===== src/rtl/dmd_timing_pkg.sv =====
// Shared types, default timing constants and length helpers for the DMD frame timing generator.
package dmd_timing_pkg;

    typedef enum logic [1:0] {
        IDLE = 2'd0,
        RUN  = 2'd1,
        GAP  = 2'd2
    } state_t;

    localparam int unsigned OFFSET_W     = 24;

    localparam int unsigned DEF_H_SYNC   = 4;
    localparam int unsigned DEF_H_BP     = 8;
    localparam int unsigned DEF_H_ACTIVE = 82;
    localparam int unsigned DEF_H_FP     = 8;
    localparam int unsigned DEF_V_SYNC   = 2;
    localparam int unsigned DEF_V_BP     = 2;
    localparam int unsigned DEF_V_OFFSET = 1;
    localparam int unsigned DEF_V_ACTIVE = 1080;
    localparam int unsigned DEF_V_FP     = 2;
    localparam int unsigned DEF_GAP      = 16;

    function automatic int unsigned h_total(input int unsigned sync, input int unsigned bp,
                                            input int unsigned act, input int unsigned fp);
        return sync + bp + act + fp;
    endfunction

    function automatic int unsigned v_total(input int unsigned sync, input int unsigned bp,
                                            input int unsigned off, input int unsigned act,
                                            input int unsigned fp);
        return sync + bp + off + act + fp;
    endfunction

    // Counter width able to hold 0..total-1; never narrower than one bit.
    function automatic int unsigned cnt_width(input int unsigned total);
        return (total > 1) ? $clog2(total) : 1;
    endfunction

endpackage


===== src/rtl/dmd_frame_timing_gen_if.sv =====
// Trigger/config inputs and timing outputs of the DMD frame timing generator.
interface dmd_frame_timing_gen_if;
    import dmd_timing_pkg::*;

    logic                frame_trig;
    logic [OFFSET_W-1:0] left_offset_cfg;
    logic                frame_busy;
    logic                frame_done;
    logic                trig_missed;
    logic                h_sync_out;
    logic                v_sync_out;
    logic                de_out;
    logic                de_first_offset_line_out;
    logic [OFFSET_W-1:0] left_offset_out;

    modport master (
        output frame_trig, left_offset_cfg,
        input  frame_busy, frame_done, trig_missed, h_sync_out, v_sync_out,
               de_out, de_first_offset_line_out, left_offset_out
    );

    modport slave (
        input  frame_trig, left_offset_cfg,
        output frame_busy, frame_done, trig_missed, h_sync_out, v_sync_out,
               de_out, de_first_offset_line_out, left_offset_out
    );

endinterface


===== src/rtl/dmd_wrap_counter.sv =====
// Counter 0..MAX with explicit wrap; wrap is high on the increment that returns it to 0.
module dmd_wrap_counter
    import dmd_timing_pkg::*;
#(
    parameter int unsigned MAX = 1,
    localparam int unsigned W  = cnt_width(MAX + 1)
) (
    input  logic         clk,
    input  logic         rst_n,
    input  logic         inc,
    input  logic         clr,
    output logic [W-1:0] cnt,
    output logic         wrap
);

    logic [W-1:0] cnt_reg;

    assign wrap = inc && (cnt_reg == W'(MAX));
    assign cnt  = cnt_reg;

    // Clear has priority; increment wraps back to zero at MAX.
    always_ff @(posedge clk) begin
        if (!rst_n || clr) begin
            cnt_reg <= '0;
        end else if (inc) begin
            cnt_reg <= wrap ? '0 : cnt_reg + W'(1);
        end
    end

endmodule


===== src/rtl/dmd_frame_timing_gen.sv =====
// One-shot DMD frame timing generator: FSM plus registered sync/de decode.
module dmd_frame_timing_gen
    import dmd_timing_pkg::*;
#(
    parameter int unsigned H_SYNC     = DEF_H_SYNC,
    parameter int unsigned H_BP       = DEF_H_BP,
    parameter int unsigned H_ACTIVE   = DEF_H_ACTIVE,
    parameter int unsigned H_FP       = DEF_H_FP,
    parameter int unsigned V_SYNC     = DEF_V_SYNC,
    parameter int unsigned V_BP       = DEF_V_BP,
    parameter int unsigned V_OFFSET   = DEF_V_OFFSET,
    parameter int unsigned V_ACTIVE   = DEF_V_ACTIVE,
    parameter int unsigned V_FP       = DEF_V_FP,
    parameter int unsigned GAP_CYCLES = DEF_GAP
) (
    input  logic                  clk,
    input  logic                  rst_n,
    dmd_frame_timing_gen_if.slave bus
);

    localparam int unsigned H_TOTAL  = h_total(H_SYNC, H_BP, H_ACTIVE, H_FP);
    localparam int unsigned V_TOTAL  = v_total(V_SYNC, V_BP, V_OFFSET, V_ACTIVE, V_FP);
    localparam int unsigned HW       = cnt_width(H_TOTAL);
    localparam int unsigned VW       = cnt_width(V_TOTAL);
    localparam int unsigned GAP_MAX  = (GAP_CYCLES > 0) ? GAP_CYCLES - 1 : 0;
    localparam int unsigned GW       = cnt_width(GAP_MAX + 1);
    localparam int unsigned HA_START = H_SYNC + H_BP;
    localparam int unsigned HA_END   = HA_START + H_ACTIVE;
    localparam int unsigned VA_START = V_SYNC + V_BP;
    localparam int unsigned VO_END   = VA_START + V_OFFSET;
    localparam int unsigned VA_END   = VO_END + V_ACTIVE;

    generate
        if (H_ACTIVE == 0 || V_ACTIVE == 0 || H_SYNC == 0 || V_SYNC == 0) begin : g_bad_params
            $error("dmd_frame_timing_gen: H_ACTIVE, V_ACTIVE, H_SYNC and V_SYNC must be non-zero");
        end
    endgenerate

    state_t              state_reg, state_next;
    logic                start, run, frame_end, trig_missed_next;
    logic [HW-1:0]       h_cnt;
    logic [VW-1:0]       v_cnt;
    logic [GW-1:0]       gap_cnt_unused;   // only the gap wrap matters
    logic                h_wrap, v_wrap, gap_wrap;
    logic                hs_s1_reg, vs_s1_reg, de_s1_reg, first_s1_reg;
    logic                hs_reg, vs_reg, de_reg, first_reg;
    logic                busy_reg, done_reg, missed_reg;
    logic [OFFSET_W-1:0] offset_reg;

    assign run       = (state_reg == RUN);
    assign frame_end = h_wrap && v_wrap;

    dmd_wrap_counter #(.MAX(H_TOTAL - 1)) u_h_cnt (
        .clk(clk), .rst_n(rst_n), .inc(run), .clr(start), .cnt(h_cnt), .wrap(h_wrap)
    );

    dmd_wrap_counter #(.MAX(V_TOTAL - 1)) u_v_cnt (
        .clk(clk), .rst_n(rst_n), .inc(h_wrap), .clr(start), .cnt(v_cnt), .wrap(v_wrap)
    );

    dmd_wrap_counter #(.MAX(GAP_MAX)) u_gap_cnt (
        .clk(clk), .rst_n(rst_n), .inc(state_reg == GAP), .clr(start),
        .cnt(gap_cnt_unused), .wrap(gap_wrap)
    );

    // State register.
    always_ff @(posedge clk) begin
        if (!rst_n) begin
            state_reg <= IDLE;
        end else begin
            state_reg <= state_next;
        end
    end

    // Next state; a trigger is only accepted while idle and not busy (busy lags state by one clock).
    always_comb begin
        state_next       = state_reg;
        start            = 1'b0;
        trig_missed_next = bus.frame_trig && (state_reg != IDLE || busy_reg);
        case (state_reg)
            IDLE: begin
                if (bus.frame_trig && !busy_reg) begin
                    start      = 1'b1;
                    state_next = RUN;
                end
            end
            RUN: begin
                if (frame_end) begin
                    state_next = (GAP_CYCLES == 0) ? IDLE : GAP;
                end
            end
            GAP: begin
                if (gap_wrap) begin
                    state_next = IDLE;
                end
            end
            default: state_next = IDLE;
        endcase
    end

    // Two-stage decode: first stage samples the counter position, second stage is the output register.
    always_ff @(posedge clk) begin
        if (!rst_n) begin
            hs_s1_reg    <= 1'b0;
            vs_s1_reg    <= 1'b0;
            de_s1_reg    <= 1'b0;
            first_s1_reg <= 1'b0;
            hs_reg       <= 1'b0;
            vs_reg       <= 1'b0;
            de_reg       <= 1'b0;
            first_reg    <= 1'b0;
        end else begin
            hs_s1_reg    <= run && (32'(h_cnt) < H_SYNC);
            vs_s1_reg    <= run && (32'(v_cnt) < V_SYNC);
            de_s1_reg    <= run && (32'(h_cnt) >= HA_START) && (32'(h_cnt) < HA_END)
                                && (32'(v_cnt) >= VA_START) && (32'(v_cnt) < VA_END);
            first_s1_reg <= run && (32'(h_cnt) >= HA_START) && (32'(h_cnt) < HA_END)
                                && (32'(v_cnt) >= VA_START) && (32'(v_cnt) < VO_END);
            hs_reg       <= hs_s1_reg;
            vs_reg       <= vs_s1_reg;
            de_reg       <= de_s1_reg;
            first_reg    <= first_s1_reg;
        end
    end

    // Status pulses, busy flag and the offset latch.
    always_ff @(posedge clk) begin
        if (!rst_n) begin
            busy_reg   <= 1'b0;
            done_reg   <= 1'b0;
            missed_reg <= 1'b0;
            offset_reg <= '0;
        end else begin
            busy_reg   <= (state_reg != IDLE);
            done_reg   <= run && frame_end;
            missed_reg <= trig_missed_next;
            if (start) begin
                offset_reg <= bus.left_offset_cfg;
            end
        end
    end

    assign bus.frame_busy               = busy_reg;
    assign bus.frame_done               = done_reg;
    assign bus.trig_missed              = missed_reg;
    assign bus.h_sync_out               = hs_reg;
    assign bus.v_sync_out               = vs_reg;
    assign bus.de_out                   = de_reg;
    assign bus.de_first_offset_line_out = first_reg;
    assign bus.left_offset_out          = offset_reg;

endmodule


===== src/flat_wrapper.sv =====
// flat-port wrapper written by rule: the top's interface ports become plain ports
module dmd_frame_timing_gen_flat import dmd_timing_pkg::*;
#(
    parameter int unsigned H_SYNC     = DEF_H_SYNC,
    parameter int unsigned H_BP       = DEF_H_BP,
    parameter int unsigned H_ACTIVE   = DEF_H_ACTIVE,
    parameter int unsigned H_FP       = DEF_H_FP,
    parameter int unsigned V_SYNC     = DEF_V_SYNC,
    parameter int unsigned V_BP       = DEF_V_BP,
    parameter int unsigned V_OFFSET   = DEF_V_OFFSET,
    parameter int unsigned V_ACTIVE   = DEF_V_ACTIVE,
    parameter int unsigned V_FP       = DEF_V_FP,
    parameter int unsigned GAP_CYCLES = DEF_GAP
)
  (clk, rst_n, bus_frame_trig, bus_left_offset_cfg, bus_frame_busy, bus_frame_done, bus_trig_missed, bus_h_sync_out, bus_v_sync_out, bus_de_out, bus_de_first_offset_line_out, bus_left_offset_out);
  dmd_frame_timing_gen_if bus_i ();
  input  logic clk;
  input  logic rst_n;
  input wire logic [$bits(bus_i.frame_trig)-1:0] bus_frame_trig;
  input wire logic [$bits(bus_i.left_offset_cfg)-1:0] bus_left_offset_cfg;
  output wire logic [$bits(bus_i.frame_busy)-1:0] bus_frame_busy;
  output wire logic [$bits(bus_i.frame_done)-1:0] bus_frame_done;
  output wire logic [$bits(bus_i.trig_missed)-1:0] bus_trig_missed;
  output wire logic [$bits(bus_i.h_sync_out)-1:0] bus_h_sync_out;
  output wire logic [$bits(bus_i.v_sync_out)-1:0] bus_v_sync_out;
  output wire logic [$bits(bus_i.de_out)-1:0] bus_de_out;
  output wire logic [$bits(bus_i.de_first_offset_line_out)-1:0] bus_de_first_offset_line_out;
  output wire logic [$bits(bus_i.left_offset_out)-1:0] bus_left_offset_out;
  assign bus_i.frame_trig = bus_frame_trig;
  assign bus_i.left_offset_cfg = bus_left_offset_cfg;
  assign bus_frame_busy = bus_i.frame_busy;
  assign bus_frame_done = bus_i.frame_done;
  assign bus_trig_missed = bus_i.trig_missed;
  assign bus_h_sync_out = bus_i.h_sync_out;
  assign bus_v_sync_out = bus_i.v_sync_out;
  assign bus_de_out = bus_i.de_out;
  assign bus_de_first_offset_line_out = bus_i.de_first_offset_line_out;
  assign bus_left_offset_out = bus_i.left_offset_out;
  dmd_frame_timing_gen #(.H_SYNC(H_SYNC), .H_BP(H_BP), .H_ACTIVE(H_ACTIVE), .H_FP(H_FP), .V_SYNC(V_SYNC), .V_BP(V_BP), .V_OFFSET(V_OFFSET), .V_ACTIVE(V_ACTIVE), .V_FP(V_FP), .GAP_CYCLES(GAP_CYCLES)) u_core (.clk(clk), .rst_n(rst_n), .bus(bus_i));
endmodule

===== config.mk =====
export PLATFORM = sky130hd
export DESIGN_NAME = dmd_frame_timing_gen_flat
export DESIGN_NICKNAME = d
export VERILOG_FILES = /design/src/rtl/dmd_timing_pkg.sv /design/src/rtl/dmd_frame_timing_gen_if.sv /design/src/rtl/dmd_wrap_counter.sv /design/src/rtl/dmd_frame_timing_gen.sv /design/src/flat_wrapper.sv
export SDC_FILE = /design/constraint.sdc
export NUM_CORES = 1
export LEC_CHECK = 0
export ABC_AREA = 1
export BUFFER_PORTS_ARGS = -buffer_cell sky130_fd_sc_hd__clkbuf_2
export CORE_MARGIN = 1.5
export CORE_UTILIZATION = 25
export CTS_CLUSTER_DIAMETER = 80
export DETAILED_ROUTE_END_ITERATION = 8
export SYNTH_ARGS = -nofsm -noshare
export SYNTH_HDL_FRONTEND = slang
export SYNTH_HIERARCHICAL = 1
export SYNTH_SLANG_ARGS = --single-unit

===== constraint.sdc =====
create_clock -name clk -period 3.35 [get_ports clk]
set_input_delay 0.1675 -clock clk [delete_from_list [all_inputs] [get_ports clk]]
set_output_delay 0.1675 -clock clk [all_outputs]
set_load 0.05 [all_outputs]

# ---- Yosys cells after proc, flatten, opt, wreduce, memory -nomap -nowiden
# Cells that the tools add are included.
dict set report word_totals {
  reg_bits 59
  input_bits 27
  output_inout_bits 31
  word_cells 64
}
dict set report classes {
  n_addsub 3
  order_cmp 7
  n_eq_ne 8
  mux 9
  n_reduce_logical 21
}
# cell count
set ops {}
lappend ops {{$logic_and 1x1->1} 14}
lappend ops {{$add 11x1->11 const B} 1}
lappend ops {{$eq 11x11->1 const B} 1}
lappend ops {{$ge 11x3->1 const B} 1}
lappend ops {{$lt 11x11->1 const B} 1}
lappend ops {{$lt 11x2->1 const B} 1}
lappend ops {{$lt 11x3->1 const B} 1}
lappend ops {{$mux 11} 1}
lappend ops {{$add 7x1->7 const B} 1}
lappend ops {{$eq 7x7->1 const B} 1}
lappend ops {{$ge 7x4->1 const B} 1}
lappend ops {{$lt 7x3->1 const B} 1}
lappend ops {{$lt 7x7->1 const B} 1}
lappend ops {{$mux 7} 1}
lappend ops {{$mux 2} 3}
lappend ops {{$pmux 2 s3} 1}
lappend ops {{$add 4x1->4 const B} 1}
lappend ops {{$eq 4x4->1 const B} 1}
lappend ops {{$mux 4} 1}
lappend ops {{$ne 2x1->1 const B} 2}
lappend ops {{$reduce_and 3->1} 1}
lappend ops {{$eq 2x1->1 const B} 1}
lappend ops {{$eq 2x2->1 const B} 1}
lappend ops {{$logic_not 1->1} 2}
lappend ops {{5 further kinds} 7}

# ---- Depth between registers and ports, before layout
# Gate-level depths: netlist of the first run.
dict set report depth {
  depth_word 6
  ltp_mapped 13
  mapped_depth_nobuf 13
}

# ---- Modules after synthesis
# Netlist of the first run, hierarchy kept.
# mod n_inst cells_per_inst area_per_inst_um2 seq_area_each_um2
set modules_own_cells {}
lappend modules_own_cells {dmd_frame_timing_gen 1 180 1375.1 740.7}
lappend modules_own_cells {{dmd_wrap_counter at u_core.u_v_cnt} 1 91 635.6 220.2}
lappend modules_own_cells {{dmd_wrap_counter at u_core.u_h_cnt} 1 58 390.4 140.1}
lappend modules_own_cells {{dmd_wrap_counter at u_core.u_gap_cnt} 1 30 200.2 80.1}

# ---- Worst setup path after synthesis of the first run
# Ideal clock, no wire load.
dict set report synth_path {
  kind {reg2reg}
  startpoint {reg u_core.busy_reg (netlist: u_core/bus.frame_busy)}
  endpoint {reg u_core.u_v_cnt.cnt_reg[4] (netlist: u_core/u_v_cnt/cnt[4])}
  setup_time_ns 0.078
  arrival_ns 1.675
  required_time_ns 3.272
  path_slack_ns 1.597
  path_stages_with_launch 8
  n_path_buf 1
  period_less_slack_ns 1.753
  cell_sequence {dfxtp_1 > inv_1 > nand3_4 > inv_4 > buf_6 > nor2_1 > nand2_2 > nor3_1}
}
dict set report synth_via {
  elab_chain_len 5
}
# item line_no
set synth_rtl {}
lappend synth_rtl {{start, declared} dmd_frame_timing_gen.sv:47} ;# logic busy_reg, done_reg, missed_reg;
lappend synth_rtl {{start signal, assigned} dmd_frame_timing_gen.sv:134} ;# busy_reg <= (state_reg != IDLE);
lappend synth_rtl {{$logic_not 1->1} dmd_frame_timing_gen.sv:82} ;# if (bus.frame_trig && !busy_reg) begin
lappend synth_rtl {{$logic_and 1x1->1} dmd_frame_timing_gen.sv:82}
lappend synth_rtl {{$mux 1} dmd_frame_timing_gen.sv:82}
lappend synth_rtl {{$mux 1} dmd_frame_timing_gen.sv:80} ;# case (state_reg)
lappend synth_rtl {{named net u_core.start} dmd_frame_timing_gen.sv:40} ;# logic start, run, frame_end, trig_missed_next;
lappend synth_rtl {{$logic_or 1x1->1} dmd_wrap_counter.sv:23} ;# if (!rst_n || clr) begin
lappend synth_rtl {{end signal, assigned} dmd_wrap_counter.sv:26} ;# cnt_reg <= wrap ? '0 : cnt_reg + W'(1);
lappend synth_rtl {{end, declared} dmd_wrap_counter.sv:16} ;# logic [W-1:0] cnt_reg;
# The timed path passes the listed nets, and every way through them passes these cells.
# A chain may end at the register's enable or synchronous reset.

# ---- Worst setup path in the final report of the first run
dict set report layout_path {
  startpoint {reg u_core.state_reg[0]}
  endpoint {reg u_core.u_v_cnt.cnt_reg[0] (netlist: u_core/u_v_cnt/cnt[0])}
}
dict set report layout_via {
  elab_chain_len 4
  word_cells_on_any_way 7
  cone_classes {1 x eq/ne; 2 x mux; 4 x reduce/logical}
}
# item line_no
set layout_rtl {}
lappend layout_rtl {{start, declared} dmd_frame_timing_gen.sv:39} ;# state_t state_reg, state_next;
lappend layout_rtl {{start signal, assigned} dmd_frame_timing_gen.sv:71} ;# state_reg <= state_next;
lappend layout_rtl {{$eq 2x1->1 (*)} dmd_frame_timing_gen.sv:50} ;# assign run = (state_reg == RUN);
lappend layout_rtl {{named net u_core.run} dmd_frame_timing_gen.sv:40}
lappend layout_rtl {{$logic_and 1x1->1 (*)} dmd_wrap_counter.sv:18} ;# assign wrap = inc && (cnt_reg == W'(MAX));
lappend layout_rtl {{named net u_core.h_wrap} dmd_frame_timing_gen.sv:44} ;# logic h_wrap, v_wrap, gap_wrap;
lappend layout_rtl {{$logic_and 1x1->1} dmd_wrap_counter.sv:18}
lappend layout_rtl {{$mux 11} dmd_wrap_counter.sv:26}
# Mark *: on every way through the listed nets, which the timed path passes. The rest lies on a longest branch.

==> results of run 1 <==
power by group:
group          leakage, nW  internal, W  switching, W
combinational        0.827    0.0000916      0.000293
sequential           0.482     0.000757     0.0000301
clock                0.123     0.000512      0.000271
per-stage QoR:
stage               hold slack [ps]  util (%)  total power, W  std cells
finish                         75.6      31.9         0.00195        562
floorplan                       284         -         0.00110        359
CTS                            53.9      31.9         0.00198        562
global route                   69.5      31.9         0.00205        562
global placement                396      29.5         0.00118        546
detailed placement              398      29.5         0.00119        546
layer usage:
metal	share of wire [%]	vias to the layer above	global-route usage, %
li1	-	1250	-
met1	49	1041	13.4
met2	43	78	17.6
met3	6.1	11	2.50
met4	2.6	0	6.75
met5	0	-	0
placed cells by master (no fill, tap or decap), types with 3 or more instances in the layout:
master                       n
sky130_fd_sc_hd__nor2_1     93
sky130_fd_sc_hd__dfxtp_1    59
sky130_fd_sc_hd__clkbuf_2   57
sky130_fd_sc_hd__nand2_1    51
sky130_fd_sc_hd__inv_1      41
sky130_fd_sc_hd__nand3_1    20
sky130_fd_sc_hd__o21ai_0    19
sky130_fd_sc_hd__o21ai_1    15
sky130_fd_sc_hd__clkbuf_8   10
sky130_fd_sc_hd__a21oi_1     7
sky130_fd_sc_hd__nand2_2     7
sky130_fd_sc_hd__nor3_1      5
sky130_fd_sc_hd__ha_1        5
sky130_fd_sc_hd__nor2_4      4
sky130_fd_sc_hd__nor2_2      4
sky130_fd_sc_hd__nand4_1     4
sky130_fd_sc_hd__bufinv_16   3
cell type report:
class                      instances  area (µm²)  area share [%]
timing repair buffer              58         293            8.98
clock inverter                     5         100            3.07
multi-input combinational        250        1210            37.2
inverter                          43         164            5.02
sequential                        59        1180            36.2
clock buffer                      11         141            4.33
tap                              136         170            5.22
cell families after synthesis:
kind of cell	Yosys count	synth area share (%)
AND/OR/NAND/NOR	196	33.7
buffers and inverters	50	7.98
adder cells (fa/ha/maj)	5	2.41
XOR/XNOR	4	1.35
AO/OA/AOI/OAI	45	9.14
flip-flops	59	45.4
worst min-delay path, delay by kind of cell:
family / cells / cell delay, ps
AND/OR/NAND/NOR: 1 / 80
buffers and inverters: 1 / 70
AO/OA/AOI/OAI: 1 / 60
worst max path at each step:
| stage | from | to | slack [ps] | depth (start not counted) |
|---|---|---|---|---|
| final | u_core/state_reg[0] | u_core/u_v_cnt/cnt[0] | 1410 | 11 |
| after detailed placement | u_core/state_reg[0] | u_core/u_v_cnt/cnt[0] | 1440 | 11 |
| after CTS | u_core/state_reg[0] | u_core/u_v_cnt/cnt[0] | 1420 | 11 |
| after floorplan | u_core/bus.frame_busy | u_core/u_v_cnt/cnt[4] | 1600 | 7 |
| after global placement | u_core/state_reg[0] | u_core/u_v_cnt/cnt[0] | 1500 | 11 |
| after global routing | u_core/state_reg[0] | u_core/u_v_cnt/cnt[0] | 1190 | 11 |
==> results.tsv, run 1 <==
stage	metric	value	unit
timing	Hold Fails Final Rpt	0	
cts	total of hold buffers inserted after clock tree synthesis	0	
synthesis	mean post-synth cell area	7.25	µm²
timing	final critical delay including setup and external delays	1940	ps
cts	# Post-CTS Setup Buffers	0	
min_path	hold depth	3	
status	run status	complete, no violations	
detailed_routing	vias post-DR	2380	
place	last weighted congestion value of the routability-driven placer	0.835	
synthesis	flip-flop cell with the highest count after synthesis	sky130_fd_sc_hd__dfxtp_1	
min_path	origin of the worst min-delay path	bus_left_offset_cfg[11]	
cts	clock buffers created by TritonCTS	9	
global_route	gr usage total	11.0	%
setup_path	sequence of cells on the critical path	nand2_1, inv_1, nand2_1, nor2_1, nand2_1, inv_1, inv_1, nor3_2, nand3_2, nand2_2, o21ai_1	
synthesis	EDFF count, synth	0	
min_path	Hold Crit Class	primary input to flip-flop	
global_route	maximum number of pins on one net before global-route repair	28	
global_route	via count of the first global-routing pass	2216	
timing	actual transition at the worst max-transition pin	555	ps
global_route	grt ovf	0	
setup_path	WP data arrival	2160	ps
place	number of port buffers	57	
timing	highest clock frequency the design can meet	0.515	GHz
floorplanning	x dimension of the die	105	µm
detailed_routing	post-route ant nets	0	
floorplanning	height of the die	105	µm
finish	count of nets after finishing	453	
timing	Sum Neg Setup Slack	0	ps
synthesis	Post-Synthesis Net Count	391	
cts	Clock Tree Buf Depth	2	
timing	setup skew after layout	6.54	ps
detailed_routing	DRT Wirelength	5.73	mm
power_and_ir_drop	ratio of total power to cell area	599	nW/µm²
setup_path	endpoint of the worst register-to-register path	u_core/u_v_cnt/cnt[0]	
floorplanning	initial cell density of the core	25.4	%
detailed_routing	average detailed-routed wire length per instance	10.2	µm
setup_path	Worst Setup Path Type	flip-flop to flip-flop	
floorplanning	count of standard-cell rows	37	
setup_path	CP Data Required Time	3570	ps
cts	htree depth	3	
finish	number of flip-flops under the largest register name	24	
synthesis	area of the mapped netlist	2600	µm²
setup_path	maximum fanout along the worst path	7	
setup_path	worst path bufs/invs	3	
setup_path	sort of element at the start of the critical path	flip-flop	
cts	clock slew at the register clock pins of the worst setup and hold paths	60	ps
synthesis	most frequent cells after synthesis	sky130_fd_sc_hd__nor2_1, sky130_fd_sc_hd__dfxtp_1, sky130_fd_sc_hd__nand2_1	
synthesis	count leader, synth	sky130_fd_sc_hd__nor2_1	
timing	Tcrit/Tclk final	57.9	%
finish	synth-to-layout area growth	25.4	%
synthesis	synth unique cells	32	
detailed_routing	DRC violation total after the first TritonRoute iteration	183	
cts	cells resized by post-CTS repair	0	
setup_path	Register-to-Register Setup Slack	1410	ps
synthesis	count of mapped cells out of synthesis	359	
timing	PnR worst setup slack	1410	ps
timing	max-slew violations	0	
synthesis	Yosys top cell by area	sky130_fd_sc_hd__dfxtp_1	
cts	count of clock tree sinks	59	
power_and_ir_drop	static leakage	1.43	nW
floorplanning	core area	10200	µm²
synthesis	Yosys warning total	6	
setup_path	Worst R2R Start	u_core/state_reg[0]	
global_route	initial antenna violation count	0	
timing	setup violation total in the final timing report	0	
power_and_ir_drop	maximum resistive drop on vdd	0.247	mV
min_path	Min-Delay Endpoint	u_core/bus.left_offset_out[11]	
floorplanning	DIE AREA	11000	µm²
synthesis	Synth Register Bits	59	
place	post-place setup slack	1440	ps
finish	proportion of layout cells with a drive suffix above 1	22.3	%
detailed_routing	router iterations before antenna repair	4	
timing	setup repair after global routing missed its margin	no	
finish	Filler Cell Count	1064	
flow_run	max-cap viol count	0	
setup_path	delay of the slowest cell on the worst path	410	ps
setup_path	logic depth of the worst register-to-register path	11	
synthesis	share of the synthesized area in the top cell type	45.4	%
setup_path	CP max stage cell	sky130_fd_sc_hd__dfxtp_1	
cts	Clk Latency, worst-skew pair	340	ps
setup_path	endpoint kind of the worst setup timing path	flip-flop	
synthesis	Synth area leaders	sky130_fd_sc_hd__dfxtp_1, sky130_fd_sc_hd__nor2_1, sky130_fd_sc_hd__nand2_1, sky130_fd_sc_hd__inv_1, sky130_fd_sc_hd__nand3_1	
finish	Final Instance Area	3260	µm²
detailed_routing	Avg Vias per Cell	4.23	
cts	TritonCTS clock tree	yes	
synthesis	asr flop ratio synth	0	%
floorplanning	total I/O pin count	58	
global_route	first-pass GRT wire length	9.87	mm
detailed_routing	Residual DRC	0	
synthesis	sequential share of the synthesized area	45.4	%
place	DPL Wire Length	4.27	mm
place	cell area reported after detailed placement	3020	µm²
finish	diodes inserted	0	
timing	relative max-transition margin	62.9	%
cts	root buf cell	sky130_fd_sc_hd__clkbuf_8	
setup_path	critical path's top delay family	simple AND/OR/NAND/NOR gates	
Power figures use the tool's default switching activity.
==> inputs of run 2 (changes only) <==
==> constraint.sdc (replaced) <==
create_clock -name clk -period 1.7 [get_ports clk]
set_input_delay 0.085 -clock clk [delete_from_list [all_inputs] [get_ports clk]]
set_output_delay 0.085 -clock clk [all_outputs]
set_load 0.05 [all_outputs]
==> run 2 against run 1 <==
  * Clock skew hardly changed
  * Cell count is 4.4% higher
  * Sequential share of layout area is 2.4 points lower
  * Core utilization is 2.5 points higher
  * Count of clock-buffer cells in the layout is 1 lower
  * Largest cell class unchanged
  * Highest routed layer unchanged
==> results.tsv, run 2 (synthesis results as in run 1) <==
stage	metric	value	unit	change
status	run status	complete, no violations		
detailed_routing	router iterations before antenna repair	5		+1
timing	Tcrit/Tclk final	95.2	%	+37 points
finish	Final Instance Area	3520	µm²	+7.9%
floorplanning	x dimension of the die	105	µm	unchanged
detailed_routing	average detailed-routed wire length per instance	10.4	µm	+1.6%
floorplanning	DIE AREA	11000	µm²	unchanged
timing	PnR worst setup slack	82.2	ps	-1330 ps
timing	setup repair after global routing missed its margin	yes		
min_path	Hold Crit Class	primary input to flip-flop		
setup_path	CP max stage cell	sky130_fd_sc_hd__dfxtp_4		
cts	clock slew at the register clock pins of the worst setup and hold paths	70	ps	about the same
cts	root buf cell	sky130_fd_sc_hd__clkbuf_8		
floorplanning	core area	10200	µm²	unchanged
timing	Sum Neg Setup Slack	0	ps	unchanged
floorplanning	count of standard-cell rows	37		unchanged
power_and_ir_drop	Net Sw Power	0.00121	W	+100%
place	cell area reported after detailed placement	3110	µm²	+3.0%
detailed_routing	vias post-DR	2476		+4.0%
cts	clock buffers created by TritonCTS	9		unchanged
setup_path	sequence of cells on the critical path	inv_4, ha_4, nand2_2, nor2_2, nand2_2, inv_4, nand4_1, nor4_2, nand2_1, nand2_1, o211a_1		
setup_path	Worst Setup Path Type	flip-flop to flip-flop		
global_route	via count of the first global-routing pass	2282		+3.0%
setup_path	endpoint kind of the worst setup timing path	flip-flop		
flow_run	max-cap viol count	0		unchanged
setup_path	Worst R2R Start	u_core/u_h_cnt/cnt[1]		
finish	Filler Cell Count	1050		-1.3%
timing	setup violation total in the final timing report	0		unchanged
global_route	first-pass GRT wire length	10.1	mm	+2.7%
finish	most frequent cells in the layout	sky130_fd_sc_hd__nor2_1, sky130_fd_sc_hd__clkbuf_2, sky130_fd_sc_hd__dfxtp_1		
detailed_routing	DRC violation total after the first TritonRoute iteration	204		+11%
cts	Clk Latency, worst-skew pair	330	ps	about the same
place	post-place setup slack	74.5	ps	-1370 ps
global_route	gr usage total	11.3	%	+0.30 points
finish	count of nets after finishing	478		+5.5%
power_and_ir_drop	fraction of power consumed by combinational cells	21.7	%	+2.0 points
min_path	origin of the worst min-delay path	bus_left_offset_cfg[18]		
cts	TritonCTS clock tree	yes		
cts	Clock Tree Buf Depth	2		unchanged
detailed_routing	met2 WL post-DR	2.80	mm	+15%
setup_path	CP Data Required Time	1980	ps	-1590 ps
detailed_routing	Residual DRC	0		unchanged
place	last weighted congestion value of the routability-driven placer	0.830		-0.71%
setup_path	WP data arrival	1890	ps	-270 ps
detailed_routing	Met1 Routed Length	2.82	mm	+1.2%
power_and_ir_drop	maximum resistive drop on vdd	0.540	mV	+120%
timing	max-slew violations	0		unchanged
floorplanning	initial cell density of the core	25.4	%	unchanged
detailed_routing	post-route ant nets	0		unchanged
floorplanning	height of the die	105	µm	unchanged
setup_path	logic depth of the worst register-to-register path	11		unchanged
finish	diodes inserted	0		unchanged
setup_path	delay of the slowest cell on the worst path	360	ps	-50 ps
power_and_ir_drop	ratio of total power to cell area	1080	nW/µm²	+80%
power_and_ir_drop	static leakage	1.54	nW	+7.2%
timing	setup skew after layout	6.88	ps	+0.335 ps
detailed_routing	Avg Vias per Cell	4.22		-0.40%
global_route	initial antenna violation count	0		unchanged
power_and_ir_drop	Clock power frac	37.5	%	-2.5 points
global_route	grt ovf	0		unchanged
finish	most common cell after layout, fill and taps aside	sky130_fd_sc_hd__nor2_1		
finish	proportion of layout cells with a drive suffix above 1	28.8	%	+6.5 points
cts	htree depth	3		unchanged
timing	relative max-transition margin	56.3	%	-6.5 points
timing	final critical delay including setup and external delays	1620	ps	-323 ps
setup_path	endpoint of the worst register-to-register path	u_core/state_reg[1]		
min_path	Min-Delay Endpoint	u_core/bus.left_offset_out[18]		
min_path	hold depth	3		unchanged
detailed_routing	top layer in use	met4		
place	number of port buffers	57		unchanged
setup_path	sort of element at the start of the critical path	flip-flop		
timing	highest clock frequency the design can meet	0.618	GHz	+20%
power_and_ir_drop	total chip power	0.00380	W	+94%
setup_path	maximum fanout along the worst path	6		-1
floorplanning	total I/O pin count	58		unchanged
setup_path	Register-to-Register Setup Slack	80	ps	-1330 ps
cts	count of clock tree sinks	59		unchanged
finish	synth-to-layout area growth	35.3	%	
place	DPL Wire Length	4.35	mm	+1.9%
detailed_routing	DRT Wirelength	6.08	mm	+6.1%
power_and_ir_drop	sequential group share of total power	40.8	%	+0.5 points
power_and_ir_drop	internal power	0.00259	W	+90%
power_and_ir_drop	Sw Share	31.9	%	+1.6 points
global_route	maximum number of pins on one net before global-route repair	29		+3.6%
finish	number of flip-flops under the largest register name	24		unchanged
timing	Hold Fails Final Rpt	0		unchanged
timing	actual transition at the worst max-transition pin	652	ps	+97.7 ps
detailed_routing	met3 wirelength from detailed routing	410	µm	+17%
==> run 2: changes by cell type in the layout (fill, tap and decap cells not counted), sizes merged <==
cell / previous run / this run
clkbuf: 68 / 67
buf: 1 / 15
bufinv: 3 / 2
clkinvlp: 0 / 2
dlygate4sd3: 0 / 11
==> run 2: worst max path at each step <==
stage                          startpoint                      to  slack, ps  cells past startpoint
floorplan             u_core/state_reg[0]   u_core/u_v_cnt/cnt[1]         30                     11
global placement    u_core/u_h_cnt/cnt[1]     u_core/state_reg[1]        110                     11
detailed placement  u_core/u_h_cnt/cnt[1]  u_core/u_v_cnt/cnt[10]         70                     13
CTS                 u_core/u_h_cnt/cnt[1]  u_core/u_v_cnt/cnt[10]         40                     13
global route        u_core/u_h_cnt/cnt[1]     u_core/state_reg[0]        -40                     11
finish              u_core/u_h_cnt/cnt[1]     u_core/state_reg[1]         80                     11
==> run 2: worst max-delay path: cells and delay by family (launching register included) <==
| kind | cells | cell delay, ps |
|---|---|---|
| compound gates | 1 | 130 |
| fa+ha+maj | 1 | 110 |
| buf+inv | 2 | 140 |
| flops | 1 | 360 |
| simple gates | 7 | 820 |
==> run 2: power groups by stage <==
stage	logic [W]	registers, W	clock network, W
6_report	0.000824	0.00155	0.00142
5_1_grt	0.000894	0.00156	0.00155
4_1_cts	0.000818	0.00155	0.00148
3_5_place_dp	0.000796	0.00158	0
3_3_place_gp	0.000794	0.00157	0
2_1_floorplan	0.000286	0.00189	0
==> run 2: metrics by stage <==
step	util [%]	std cells	hold WS (ps)
floorplan	-	359	201
global placement	30.4	558	332
detailed placement	30.4	558	331
CTS	33.7	585	0.338
global route	34.4	587	17.9
finish	34.4	587	10.7
==> run 2: final cells by class <==
type	count	area (µm²)	area share [%]
flip-flops and latches	59	1190	33.8
multi-input cells	250	1260	35.7
repair buffers	83	508	14.4
clock buffers	10	138	3.91
clock inverters	6	88.8	2.52
inverters	43	169	4.80
well taps	136	170	4.84
==> run 2: per-layer routing <==
metal	vias up	track usage, %
met5	-	0
met4	0	5.28
met3	6	2.74
met2	86	18.9
met1	1079	13.6
li1	1305	-
==> run 2: timing repair <==
| item | in CTS | in global routing |
|---|---|---|
| endpoints found under the hold margin | 11 | 0 |
| setup endpoints to repair | 0 | 13 |
| gates resized for setup | 0 | 24 |
| hold buffers | 11 | 0 |
| buffers inserted | 0 | 2 |
